<file path="src/rtl/mult_arbiter.sv">
// Round-robin arbiter in front of one shared external multiplier; returns each product tagged to its requester.
// Optional MULT_ARBITER_STATS_EN adds a saturating 32-bit transfer counter on o_grant_count.
module mult_arbiter #(
  parameter int W_a      = 8,
  parameter int W_b      = 8,
  parameter int N_REQ    = 4,
  parameter int MULT_LAT = 1
) (
  input  logic                   i_clk,
  input  logic                   i_rst,
  input  logic [N_REQ-1:0]       i_req_valid,
  input  logic [N_REQ*W_a-1:0]   i_req_a,
  input  logic [N_REQ*W_b-1:0]   i_req_b,
  output logic [N_REQ-1:0]       o_req_ready,
  output logic [W_a-1:0]         o_mult_a,
  output logic [W_b-1:0]         o_mult_b,
  input  logic [W_a+W_b-1:0]     i_mult_product,
  output logic [N_REQ-1:0]       o_rsp_valid,
  output logic [W_a+W_b-1:0]     o_rsp_product
`ifdef MULT_ARBITER_STATS_EN
  ,
  output logic [31:0]            o_grant_count
`endif
);

  localparam int IDX_W = $clog2(N_REQ);

  logic [IDX_W-1:0]             r_ptr;
  logic [MULT_LAT:0]            r_tag_v;
  logic [MULT_LAT:0][IDX_W-1:0] r_tag_idx;
  logic [W_a-1:0]               r_mult_a;
  logic [W_b-1:0]               r_mult_b;

  logic                         w_grant;
  logic [IDX_W-1:0]             w_idx;
  int                           w_j;

  // Scan from the pointer upward with wrap; the first pending requester wins.
  always_comb begin
    w_grant = 1'b0;
    w_idx   = '0;
    w_j     = 0;
    for (int k = 0; k < N_REQ; k++) begin
      w_j = int'(r_ptr) + k;
      if (w_j >= N_REQ) w_j = w_j - N_REQ;
      if (!w_grant && i_req_valid[w_j]) begin
        w_grant = 1'b1;
        w_idx   = IDX_W'(w_j);
      end
    end
    if (i_rst) w_grant = 1'b0;
  end

  always_comb begin
    o_req_ready = '0;
    if (w_grant) o_req_ready[w_idx] = 1'b1;
  end

  always_ff @(posedge i_clk) begin
    if (i_rst) begin
      r_ptr     <= '0;
      r_tag_v   <= '0;
      r_tag_idx <= '0;
      r_mult_a  <= '0;
      r_mult_b  <= '0;
    end else begin
      r_tag_v <= {r_tag_v[MULT_LAT-1:0], w_grant};
      for (int s = MULT_LAT; s > 0; s--) r_tag_idx[s] <= r_tag_idx[s-1];
      r_tag_idx[0] <= w_idx;
      if (w_grant) begin
        r_mult_a <= i_req_a[w_idx*W_a +: W_a];
        r_mult_b <= i_req_b[w_idx*W_b +: W_b];
        r_ptr    <= (int'(w_idx) == N_REQ-1) ? '0 : w_idx + 1'b1;
      end
    end
  end

  assign o_mult_a      = r_mult_a;
  assign o_mult_b      = r_mult_b;
  assign o_rsp_product = i_mult_product;

  // Tag at the last stage lines up with the multiplier output for that grant.
  always_comb begin
    o_rsp_valid = '0;
    if (!i_rst && r_tag_v[MULT_LAT]) o_rsp_valid[r_tag_idx[MULT_LAT]] = 1'b1;
  end

`ifdef MULT_ARBITER_STATS_EN
  logic [31:0] r_grant_count;

  always_ff @(posedge i_clk) begin
    if (i_rst) begin
      r_grant_count <= '0;
    end else if (w_grant && (r_grant_count != 32'hFFFF_FFFF)) begin
      r_grant_count <= r_grant_count + 32'd1;
    end
  end

  assign o_grant_count = r_grant_count;
`endif

endmodule

</file>
<file path="config.mk">
export PLATFORM = sky130hd
export DESIGN_NAME = mult_arbiter
export DESIGN_NICKNAME = d
export VERILOG_FILES = /design/src/rtl/mult_arbiter.sv
export SDC_FILE = /design/constraint.sdc
export NUM_CORES = 1
export LEC_CHECK = 0
export ABC_AREA = 0
export ABC_CLOCK_PERIOD_IN_PS = 1900
export BUFFER_PORTS_ARGS = -buffer_cell sky130_fd_sc_hd__buf_2
export CORE_UTILIZATION = 35
export CTS_CLUSTER_DIAMETER = 100
export DETAILED_ROUTE_END_ITERATION = 10
export PLACE_DENSITY = 0.83
export SYNTH_ARGS = -nofsm -noshare
export SYNTH_HDL_FRONTEND = slang
export SYNTH_SLANG_ARGS = --single-unit
</file>
<file path="constraint.sdc">
create_clock -name i_clk -period 1.9 [get_ports i_clk]
set_input_delay 0.19 -clock i_clk [delete_from_list [all_inputs] [get_ports i_clk]]
set_output_delay 0.19 -clock i_clk [all_outputs]
set_load 0.03 [all_outputs]
</file>
After elaboration in Yosys (flattened, before gate mapping)
Index checks and enable logic that the tools add are counted.
{"block": "totals", "word_cells": 71, "regBits": 24, "out_inout_bits": 40, "latch_bits": 0, "memories": 0, "ram_bits": 0, "romBits": 0, "input_bits": 86}
{"block": "op_classes", "bitwise": 0, "multipliers": 0, "reduce_logical": 10, "shift": 2, "muxes": 32, "div_mod_pow": 0, "magnitude_cmp": 12, "eq_ne": 1, "n_addsub": 8}
{"op": "$lt 32x4->1 const B", "count": 4}
{"op": "$mux 32", "count": 4}
{"op": "$shiftx 32x6->8", "count": 2}
{"op": "$mux 1", "count": 15}
{"op": "$sub 3x3->4 const B", "count": 3}
{"op": "$mux 2", "count": 5}
{"op": "$ge 3x3->1 const B", "count": 3}
{"op": "$bmux 1 s2", "count": 4}
{"op": "$mux 4", "count": 2}
{"op": "$add 2x2->3 const B", "count": 2}
{"op": "$logic_and 1x1->1", "count": 6}
{"op": "$lt 2x3->1 const B", "count": 2}
{"op": "$demux 1 s2", "count": 2}
{"op": "$ge 2x1->1 const B", "count": 2}
{"op": "$logic_not 1->1", "count": 4}
{"op": "$sub 2x3->4 const B", "count": 1}
{"op": "$add 2x1->3 const B", "count": 1}
{"op": "$ge 2x3->1 const B", "count": 1}
{"op": "$add 2x1->2 const B", "count": 1}
{"op": "$eq 2x1->1 const B", "count": 1}

Longest topological paths before layout
Gate-level depths: netlist of the first run.
{"block": "logic_depth", "word_depth": 20, "ltp_mapped": 7, "mapped_depth_nobuf": 5}

Worst setup path after synthesis of the first run
Ideal clock, no wire load.
{"block": "synth_path", "kind": "reg2out", "start": "reg r_ptr[1]", "end": "out o_req_ready[0]", "slack_ns": 0.028, "n_path_buf": 2, "t_arrival_ns": 1.682, "required_time_ns": 1.710, "stages_incl_launch_ff": 8, "path_cell_list": "dfxtp_1 -> buf_6 -> nand2_1 -> and3b_1 -> o22ai_1 -> nand2_1 -> clkbuf_1 -> nor2_1"}
{"block": "synth_between", "elab_chain_cells": 20, "word_cells_on_any_way": 48}
{"item": "start: declaration", "line_no": "28", "rtl": "logic [IDX_W-1:0] r_ptr;"}
{"item": "start signal: assignment", "line_no": "73", "rtl": "r_ptr <= (int'(w_idx) == N_REQ-1) ? '0 : w_idx + 1'b1;"}
{"item": "parallel branches: the longest is 19 deep, another holds $sub 3x3->4"}
{"item": "$mux 4 (*)", "line_no": "56", "rtl": "if (w_grant) o_req_ready[w_idx] = 1'b1;"}
{"item": "end: declaration", "line_no": "14", "rtl": "output logic [N_REQ-1:0] o_req_ready,"}
Mark *: on every way between the ends. The select of a mux whose other input is x is not followed.

Final worst setup path of the first run
{"block": "layout_path", "start": "reg r_ptr[1]", "end": "reg r_mult_a[1], in the netlist o_mult_a[1]"}
{"block": "layout_between", "elab_chain_cells": 16, "word_cells_on_any_way": 43}
{"item": "parallel branches: the longest is 16 deep, another holds $sub 3x3->4"}
{"item": "end signal: assignment", "line_no": "71", "rtl": "r_mult_a <= i_req_a[w_idx*W_a +: W_a];"}
{"item": "end: declaration", "line_no": "31", "rtl": "logic [W_a-1:0] r_mult_a;"}
Several ways; the timed one is not identified. The select of a mux whose other input is x is not followed.
A chain may end at the register's enable or synchronous reset.

==> impl_metrics.yaml, run 1 <==
outcome:
  status: "finished clean"
floorplanning:
  die_h_um: 67.1
  core_area_mm2: 0.00403
  initial_core_util: 0.368
  dieArea_mm2: 0.00450
  std_cell_rows: 23
  pin_count: 126
  fp.dieW_um: 67.1
logic_synthesis:
  yosys-top-cells-count: "mux2i_1 (31), dfxtp_1 (24), buf_4 (19)"
  synth_flop_cell: "dfxtp_1"
  synth_xor_area_frac: 0.00591
  synth_edf_count: 0
  synth_seq_cells: 24
  syn_area_mm2: 0.00148
  synth-simple-area-share: 0.112
  yosys_warnings: 0
  synthCells: 158
  netlist.area_leader.share: 0.324
  synth_adder_area_share: 0
  synth_area_leaders: "dfxtp_1 (32%), mux2i_1 (21%), buf_4 (9.6%)"
  synth_top_family_by_area: "compound AO/OA/AOI/OAI gates"
  yosysMostFrequentCell: "mux2i_1"
  muxShareOfSynthArea: 0.209
  synth_compound_area_frac: 0.220
  synth_largest_area_cell: "dfxtp_1"
  synth_fp_nets: 244
  avgSynthCellArea_um2: 9.38
  synth.distinct_cells: 33
  ys_async_sr_fraction: 0
  synth_seq_area_share: 0.324
sta:
  worstMarginPinSlew_ns: 0.438
  finClkSkew_ns: 0.00152
  finalSetupTns_ns: 0
  post-route-period-util: 0.968
  min_period_ns: 1.84
  setup_violations: 0
  max_freq_mhz: 544
  holdWs_ns: 0.140
  final_max_slew_viol_count: 0
  relSlewSlack: 0.708
  fin_ws_ns: 0.0601
  rsz0062_at_grt: "true"
  hold_violations: 0
route:
  routedWlPerCell_um: 13.7
  routed_wl_um: 4160
  drt_iter0_markers: 52
  vias: 1565
  drcViolationCount: 0
  ant_nets: 0
  viasPerCell: 5.15
  drtPass1Iterations: 4
layout:
  regArea_um2: 484
  fin_nets: 341
  n_antenna_cell: 0
  fin_area_mm2: 0.00221
  multi_input_area_um2: 892
  syn_to_final_growth_pct: 49.3
  n_fill_cell: 360
  drive_gt1_frac: 0.555
setup_path:
  end_kind: "flop"
  r2r_end: "o_mult_a[1]"
  slowest_stage: "dfxtp_4"
  critical-path-top-delay-family: "compound AO/OA/AOI/OAI gates"
  endpoint: "o_mult_a[1]"
  cp_cell_sequence: "mux2i_4 -> buf_6 -> o221ai_4 -> buf_6 -> mux2i_1 -> a2bb2oi_1 -> o21ai_1"
  worst-path-max-fanout: 8
  critical_path_class: "reg2reg"
  critPathMaxStageDelay_ns: 0.38
  critPathBufInv: 2
  critPathMostFrequentCell: "buf_6"
  worstPathRequired_ns: 2.07
  arrival_ns: 2.01
  r2r-start: "r_ptr[1]"
  startpoint: "r_ptr[1]"
  crit_path_start_kind: "flop"
  crit_cells: 7
  r2r_setup_slack_ns: 0.06
  rr_worst_depth: 7
cts:
  cts_buffers: 3
  clock_latency_ns: 0.27
  cts.clk_slew.worst_paths_ns: 0.09
  cts-root-buf: "clkbuf_8"
  cts_tree: "yes"
  cts_sinks: 24
  htree_levels: 1
  ctsHoldBuffers: 0
  clockBufferDepth: 2
placement:
  hpwlAfterDp_um: 3190
  routabilityCongestion: 0.733
  place_area_mm2: 0.00193
  port_buffers: 93
  place_ws_ns: 0.00897
worst_hold_path:
  worst_hold_path_type: "in2reg"
  holdPathStages: 2
power:
  ir_worst_vdd_mv: 0.586
  leakage_nw: 1.16
  p_per_area_mw_per_mm2: 881
grt:
  antenna_found_initial: 0
  grt_pass1_vias: 1325
  grt_max_degree: 17
  overflow: 0
  grt_pass1_wl_um: 5820
  grt_usage: 0.176
run:
  maxCapViolCount: 0
layout by cell type (no fill, tap or decap), types with 2 or more instances in the layout:
cell type	instances
a211oi_1	2
a21oi_1	2
a21oi_2	2
a2bb2oi_1	11
a2bb2oi_2	2
a311o_1	2
buf_2	89
buf_4	20
buf_6	5
clkbuf_8	4
dfxtp_1	23
inv_1	4
mux2i_1	27
mux2i_2	2
mux2i_4	2
nand2_1	4
nor2_1	8
nor2_2	4
nor2b_1	3
nor4_1	2
nor4bb_1	2
o21ai_0	5
o21ai_1	9
flip-flops by register name (all words and copies together) (netlist names):
register / flops
r_tag_v: 2
r_tag_idx: 4
o_mult_b: 8
r_ptr: 2
o_mult_a: 8
layer usage:
layer	track usage	routed length [um]
met5	0	0
met3	0.0445	304
met2	0.316	2140
met1	0.197	1650
met4	0.0638	61
power breakdown:
part	total (mW)	switching (mW)	internal [mW]	leakage [nW]
Clock	0.353	0.168	0.185	0.0288
Combinational	0.953	0.482	0.471	0.927
Sequential	0.644	0.0532	0.591	0.200
cell families (layout without fill, tap and decap cells):
kind of cell           after synthesis  count (layout)
AO/OA/AOI/OAI                       44              44
flip-flops                          24              24
buffers and inverters               29             125
XOR/XNOR                             1               1
AND/OR/NAND/NOR                     29              29
multiplexers                        31              31
cell type report:
cell class,count,area share
flip-flops and latches,24,0.219
multi-input cells,105,0.403
inverters,4,0.00678
clock buffers,4,0.0249
well taps,50,0.0283
repair buffers,117,0.318
worst min-delay path by stage:
stage | from | to | slack, ns
2_1_floorplan | i_rst | r_tag_v[0] | 0.30
3_3_place_gp | i_mult_product[3] | o_rsp_product[3] | 0.38
3_5_place_dp | i_mult_product[3] | o_rsp_product[3] | 0.38
4_1_cts | i_rst | r_tag_v[0] | 0.12
5_1_grt | i_rst | r_tag_v[0] | 0.14
6_report | i_rst | r_tag_v[0] | 0.14
metrics by stage:
step                std cells  power, mW  utilization
floorplan                 158       1.23            -
global placement          288       1.40        0.478
detailed placement        288       1.42        0.478
CTS                       294       1.79        0.499
global route              304       2.05        0.549
finish                    304       1.95        0.549
repair_timing:
action / 4_1_cts / 5_1_grt
setup endpoints to repair: 4 / 8
buffers inserted: 2 / 9
resized for setup: 6 / 38
pin swaps: 0 / 5
gates cloned: 0 / 1
Note: power is estimated with default switching activity, not from simulation.
==> run 2, diff against run 1 <==
Settings changed: ABC_CLOCK_PERIOD_IN_PS 1900 to 1690, PLACE_DENSITY 0.83 to 0.86.
Clock period 1.9 ns to 1.69 ns, I/O delays scaled along.
==> impl_metrics.yaml, run 2 (synthesis gave the netlist of run 1 again) <==
sta:
  setup_violations: 20
  finClkSkew_ns: 0.00808
  post-route-period-util: 1.11
  relSlewSlack: 0.733
  holdWs_ns: 0.162
  max_freq_mhz: 534
  fin_ws_ns: -0.183
  rsz0062_at_grt: "true"
  hold_violations: 0
  final_max_slew_viol_count: 0
  min_period_ns: 1.87
  worstMarginPinSlew_ns: 0.401
worst_hold_path:
  hold_start: "i_req_b[13]"
  holdPathStages: 3
  worst_hold_path_type: "in2reg"
  hold_path_end: "o_mult_b[5]"
setup_path:
  arrival_ns: 2.04
  worstPathRequired_ns: 1.86
  critPathBufInv: 3
  crit_path_start_kind: "flop"
  critical_path_class: "reg2reg"
  cp_cell_sequence: "buf_6 -> or3b_4 -> o221ai_4 -> buf_12 -> buf_16 -> mux2i_1 -> a2bb2oi_1 -> o21ai_1"
  rr_worst_depth: 8
  slowest_stage: "or3b_4"
  worst-path-max-fanout: 6
  r2r_end: "o_mult_a[2]"
  end_kind: "flop"
  r2r_setup_slack_ns: -0.18
  r2r-start: "r_ptr[1]"
  critPathMaxStageDelay_ns: 0.39
  critical-path-top-delay-family: "compound AO/OA/AOI/OAI gates"
outcome:
  violations: "negative setup slack"
  status: "finished with violations"
layout:
  n_fill_cell: 343
  fin_area_mm2: 0.00247
  finalNonFillerCells: 314
  final_cell_mix: "buf_2 (89), mux2i_1 (26), dfxtp_1 (22)"
  n_antenna_cell: 0
  syn_to_final_growth_pct: 66.8
  drive_gt1_frac: 0.602
  fin_nets: 351
  final_common_cell: "buf_2"
grt:
  grt_max_degree: 16
  grt_pass1_wl_um: 6980
  grt_pass1_vias: 1583
  grt_usage: 0.211
  antenna_found_initial: 0
  overflow: 0
cts:
  clockBufferDepth: 2
  cts_buffers: 3
  cts.clk_slew.worst_paths_ns: 0.09
  htree_levels: 1
  clock_latency_ns: 0.27
  cts_sinks: 24
  cts_tree: "yes"
  cts-root-buf: "clkbuf_8"
floorplanning:
  std_cell_rows: 23
  initial_core_util: 0.368
  die_h_um: 67.1
  pin_count: 126
  dieArea_mm2: 0.00450
  fp.dieW_um: 67.1
  core_area_mm2: 0.00403
route:
  drt_iter0_markers: 81
  vias: 1616
  drtPass1Iterations: 4
  viasPerCell: 5.15
  routed_wl_um: 4760
  routedWlPerCell_um: 15.1
  drcViolationCount: 0
  ant_nets: 0
placement:
  hpwlAfterDp_um: 3310
  port_buffers: 93
  place_area_mm2: 0.00207
  routabilityCongestion: 0.792
  dp.cells: 298
power:
  total_power_mw: 2.44
  p_per_area_mw_per_mm2: 988
  ir_worst_vdd_mv: 0.510
  leakage_nw: 1.26
run:
  maxCapViolCount: 0
run 2: area by class of cell:
class	count	area, um2	area share
Sequential cell	24	488	0.197
Multi-Input combinational cell	105	968	0.392
Timing Repair Buffer	127	885	0.358
Clock buffer	4	55.1	0.0223
Inverter	4	15.0	0.00607
Tap cell	50	62.6	0.0253
run 2: timing repair:
item,in CTS,in global routing
gates resized for setup,39,22
pin swaps,11,12
gates cloned,2,1
hold buffers,0,0
setup endpoints to repair,20,20
setup buffers,4,6
run 2: how the worst max path moves through the flow:
stage               cells after the start  startpoint  slack, ns             end
global placement                        6    r_ptr[1]      -0.12     o_mult_a[6]
finish                                  8    r_ptr[1]      -0.18     o_mult_a[2]
detailed placement                      6    r_ptr[1]      -0.32     o_mult_a[6]
floorplan                               5    r_ptr[0]      -0.03  o_req_ready[2]
CTS                                     8    r_ptr[1]      -0.15     o_mult_b[5]
global route                            8    r_ptr[1]      -0.26     o_mult_a[5]
run 2: where the power goes:
part	total, mW	internal [mW]	leakage, nW	switching (mW)
Clock	0.401	0.208	0.0288	0.193
Combinational	1.32	0.683	1.03	0.633
Sequential	0.727	0.665	0.201	0.0614
run 2: worst reg2reg max path: cells and delay by family (launching register included):
family	cells	cell delay, ns
simple gates	1	0.39
compound gates	3	0.42
buf+inv	3	0.40
mux	1	0.18
flops	1	0.38
run 2: through the flow:
stage	setup TNS, ns	utilization	setup slack [ns]
final	-2.48	0.614	-0.183
after floorplan	-0.0643	-	-0.0337
after detailed placement	-2.39	0.513	-0.315
after CTS	-2.38	0.576	-0.155
after global placement	-1.35	0.513	-0.124
after global routing	-3.87	0.614	-0.256
run 2: metal layers:
metal	track usage	share of wire	wire [um]	vias to the layer above
met2	0.409	0.56	2650	86
met4	0.114	0.019	89	0
met5	0	0	0	-
li1	-	-	-	785
met1	0.192	0.36	1720	735
met3	0.0582	0.061	292	10
==> run 3, diff against run 2 <==
Settings changed: SKIP_LAST_GASP set to 1, TNS_END_PERCENT set to 10.
==> impl_metrics.yaml, run 3 (synthesis gave the netlist of run 1 again) <==
outcome:
  status: "finished with violations"
  violations: "negative setup slack"
power:
  p_clk_frac: 0.175
  leakage_nw: 1.21
  ir_worst_vdd_mv: 0.451
  p_per_area_mw_per_mm2: 992
  seqPwrFrac: 0.319
  combPwrFrac: 0.506
  p_sw_frac: 0.364
  intPower_mw: 1.45
  p_sw_uw: 827
floorplanning:
  pin_count: 126
  dieArea_mm2: 0.00450
  fp.dieW_um: 67.1
  die_h_um: 67.1
  core_area_mm2: 0.00403
  std_cell_rows: 23
  initial_core_util: 0.368
grt:
  grt_usage: 0.204
  grt_max_degree: 16
  antenna_found_initial: 0
  overflow: 0
  grt_pass1_vias: 1542
  grt_pass1_wl_um: 6770
setup_path:
  r2r_setup_slack_ns: -0.17
  r2r_end: "o_mult_b[1]"
  end_kind: "flop"
  arrival_ns: 2.02
  rr_worst_depth: 8
  startpoint: "r_ptr[1]"
  critical_path_class: "reg2reg"
  worstPathRequired_ns: 1.85
  r2r-start: "r_ptr[1]"
  worst-path-max-fanout: 6
  crit_path_start_kind: "flop"
sta:
  relSlewSlack: 0.728
  rsz0062_at_grt: "true"
  worstMarginPinSlew_ns: 0.408
  finClkSkew_ns: 0.00802
  max_freq_mhz: 537
  fin_ws_ns: -0.172
  setup_violations: 20
  min_period_ns: 1.86
  hold_violations: 0
  final_max_slew_viol_count: 0
  post-route-period-util: 1.10
cts:
  clock_latency_ns: 0.27
  cts_sinks: 24
  cts.clk_slew.worst_paths_ns: 0.09
  clockBufferDepth: 2
  cts_buffers: 3
  htree_levels: 1
  cts-root-buf: "clkbuf_8"
  cts_tree: "yes"
worst_hold_path:
  hold_path_end: "o_mult_b[5]"
  holdPathStages: 3
  hold_start: "i_req_b[13]"
  worst_hold_path_type: "in2reg"
route:
  drtPass1Iterations: 4
  routedWlPerCell_um: 14.3
  drcViolationCount: 0
  met1_length_um: 1550
  dr_wl_met3_um: 315
  ant_nets: 0
  routed_wl_um: 4380
  vias: 1567
  top_layer_used: "met4"
  viasPerCell: 5.12
  wl_met2_um: 2430
  drt_iter0_markers: 81
layout:
  n_fill_cell: 375
  finalNonFillerCells: 306
  fin_nets: 343
  drive_gt1_frac: 0.547
  final_common_cell: "buf_2"
  n_antenna_cell: 0
  utilization: 0.569
  fin_area_mm2: 0.00229
  syn_to_final_growth_pct: 54.6
  final_cell_mix: "buf_2 (92), mux2i_1 (30), dfxtp_1 (22)"
placement:
  place_area_mm2: 0.00207
  dp.cells: 298
  place_ws_ns: -0.315
  routabilityCongestion: 0.792
  hpwlAfterDp_um: 3310
  port_buffers: 93
run:
  maxCapViolCount: 0
run 3: cell types whose count changed in the layout (fill, tap and decap cells not counted), moves of 3 or more:
cell,delta
o21ai_0,+8
o21ai_1,-8
buf_6,-7
mux2i_1,+4
buf_2,+3
mux2i_2,-3
run 3: final cells by class:
cell class,count,area (um2),share of cell area
Inverter,4,15.0,0.00655
Multi-Input combinational cell,105,901,0.393
Timing Repair Buffer,119,773,0.337
Clock buffer,4,55.1,0.0240
Tap cell,50,62.6,0.0273
Sequential cell,24,485,0.212
run 3: per-stage QoR:
step | TNS (ns) | hold slack [ns] | power, mW
floorplan | -0.0643 | 0.275 | 1.41
CTS | -2.71 | 0.167 | 2.27
global route | -4.36 | 0.178 | 2.39
global placement | -1.35 | 0.338 | 1.68
detailed placement | -2.39 | 0.338 | 1.70
finish | -2.75 | 0.163 | 2.27
run 3: power groups by stage:
stage | logic [mW] | clock network, mW | registers [mW]
after detailed placement | 0.976 | 0 | 0.726
final | 1.15 | 0.398 | 0.725
after CTS | 1.14 | 0.405 | 0.724
after global placement | 0.953 | 0 | 0.722
after global routing | 1.23 | 0.426 | 0.736
after floorplan | 0.544 | 0 | 0.862
run 3: repair_timing:
item                       4_1_cts  5_1_grt
hold buffers                     0        0
buffers inserted                 2        0
setup endpoints to repair       20       20
gates resized for setup         22        3
cloned                           2        0
pin swaps                        4        0
run 3: how the worst max path moves through the flow:
stage | endpoint | slack, ns | depth (start not counted)
after floorplan | o_req_ready[2] | -0.03 | 5
after global placement | o_mult_a[6] | -0.12 | 6
after detailed placement | o_mult_a[6] | -0.32 | 6
after CTS | o_mult_b[5] | -0.16 | 8
after global routing | o_mult_a[5] | -0.26 | 8
final | o_mult_b[1] | -0.17 | 8
run 3: metal layers:
layer,track usage,vias to the layer above
li1,-,766
met1,0.190,707
met2,0.401,84
met3,0.0531,10
met4,0.0931,0
met5,0,-
run 3: critical path, cell delays in order (launching register included):
cell	delay [ns]
dfxtp_4	0.38
buf_6	0.11
or3b_4	0.39
o221ai_4	0.16
buf_12	0.17
buf_16	0.12
mux2i_1	0.18
a2bb2oi_1	0.16
o21ai_0	0.08
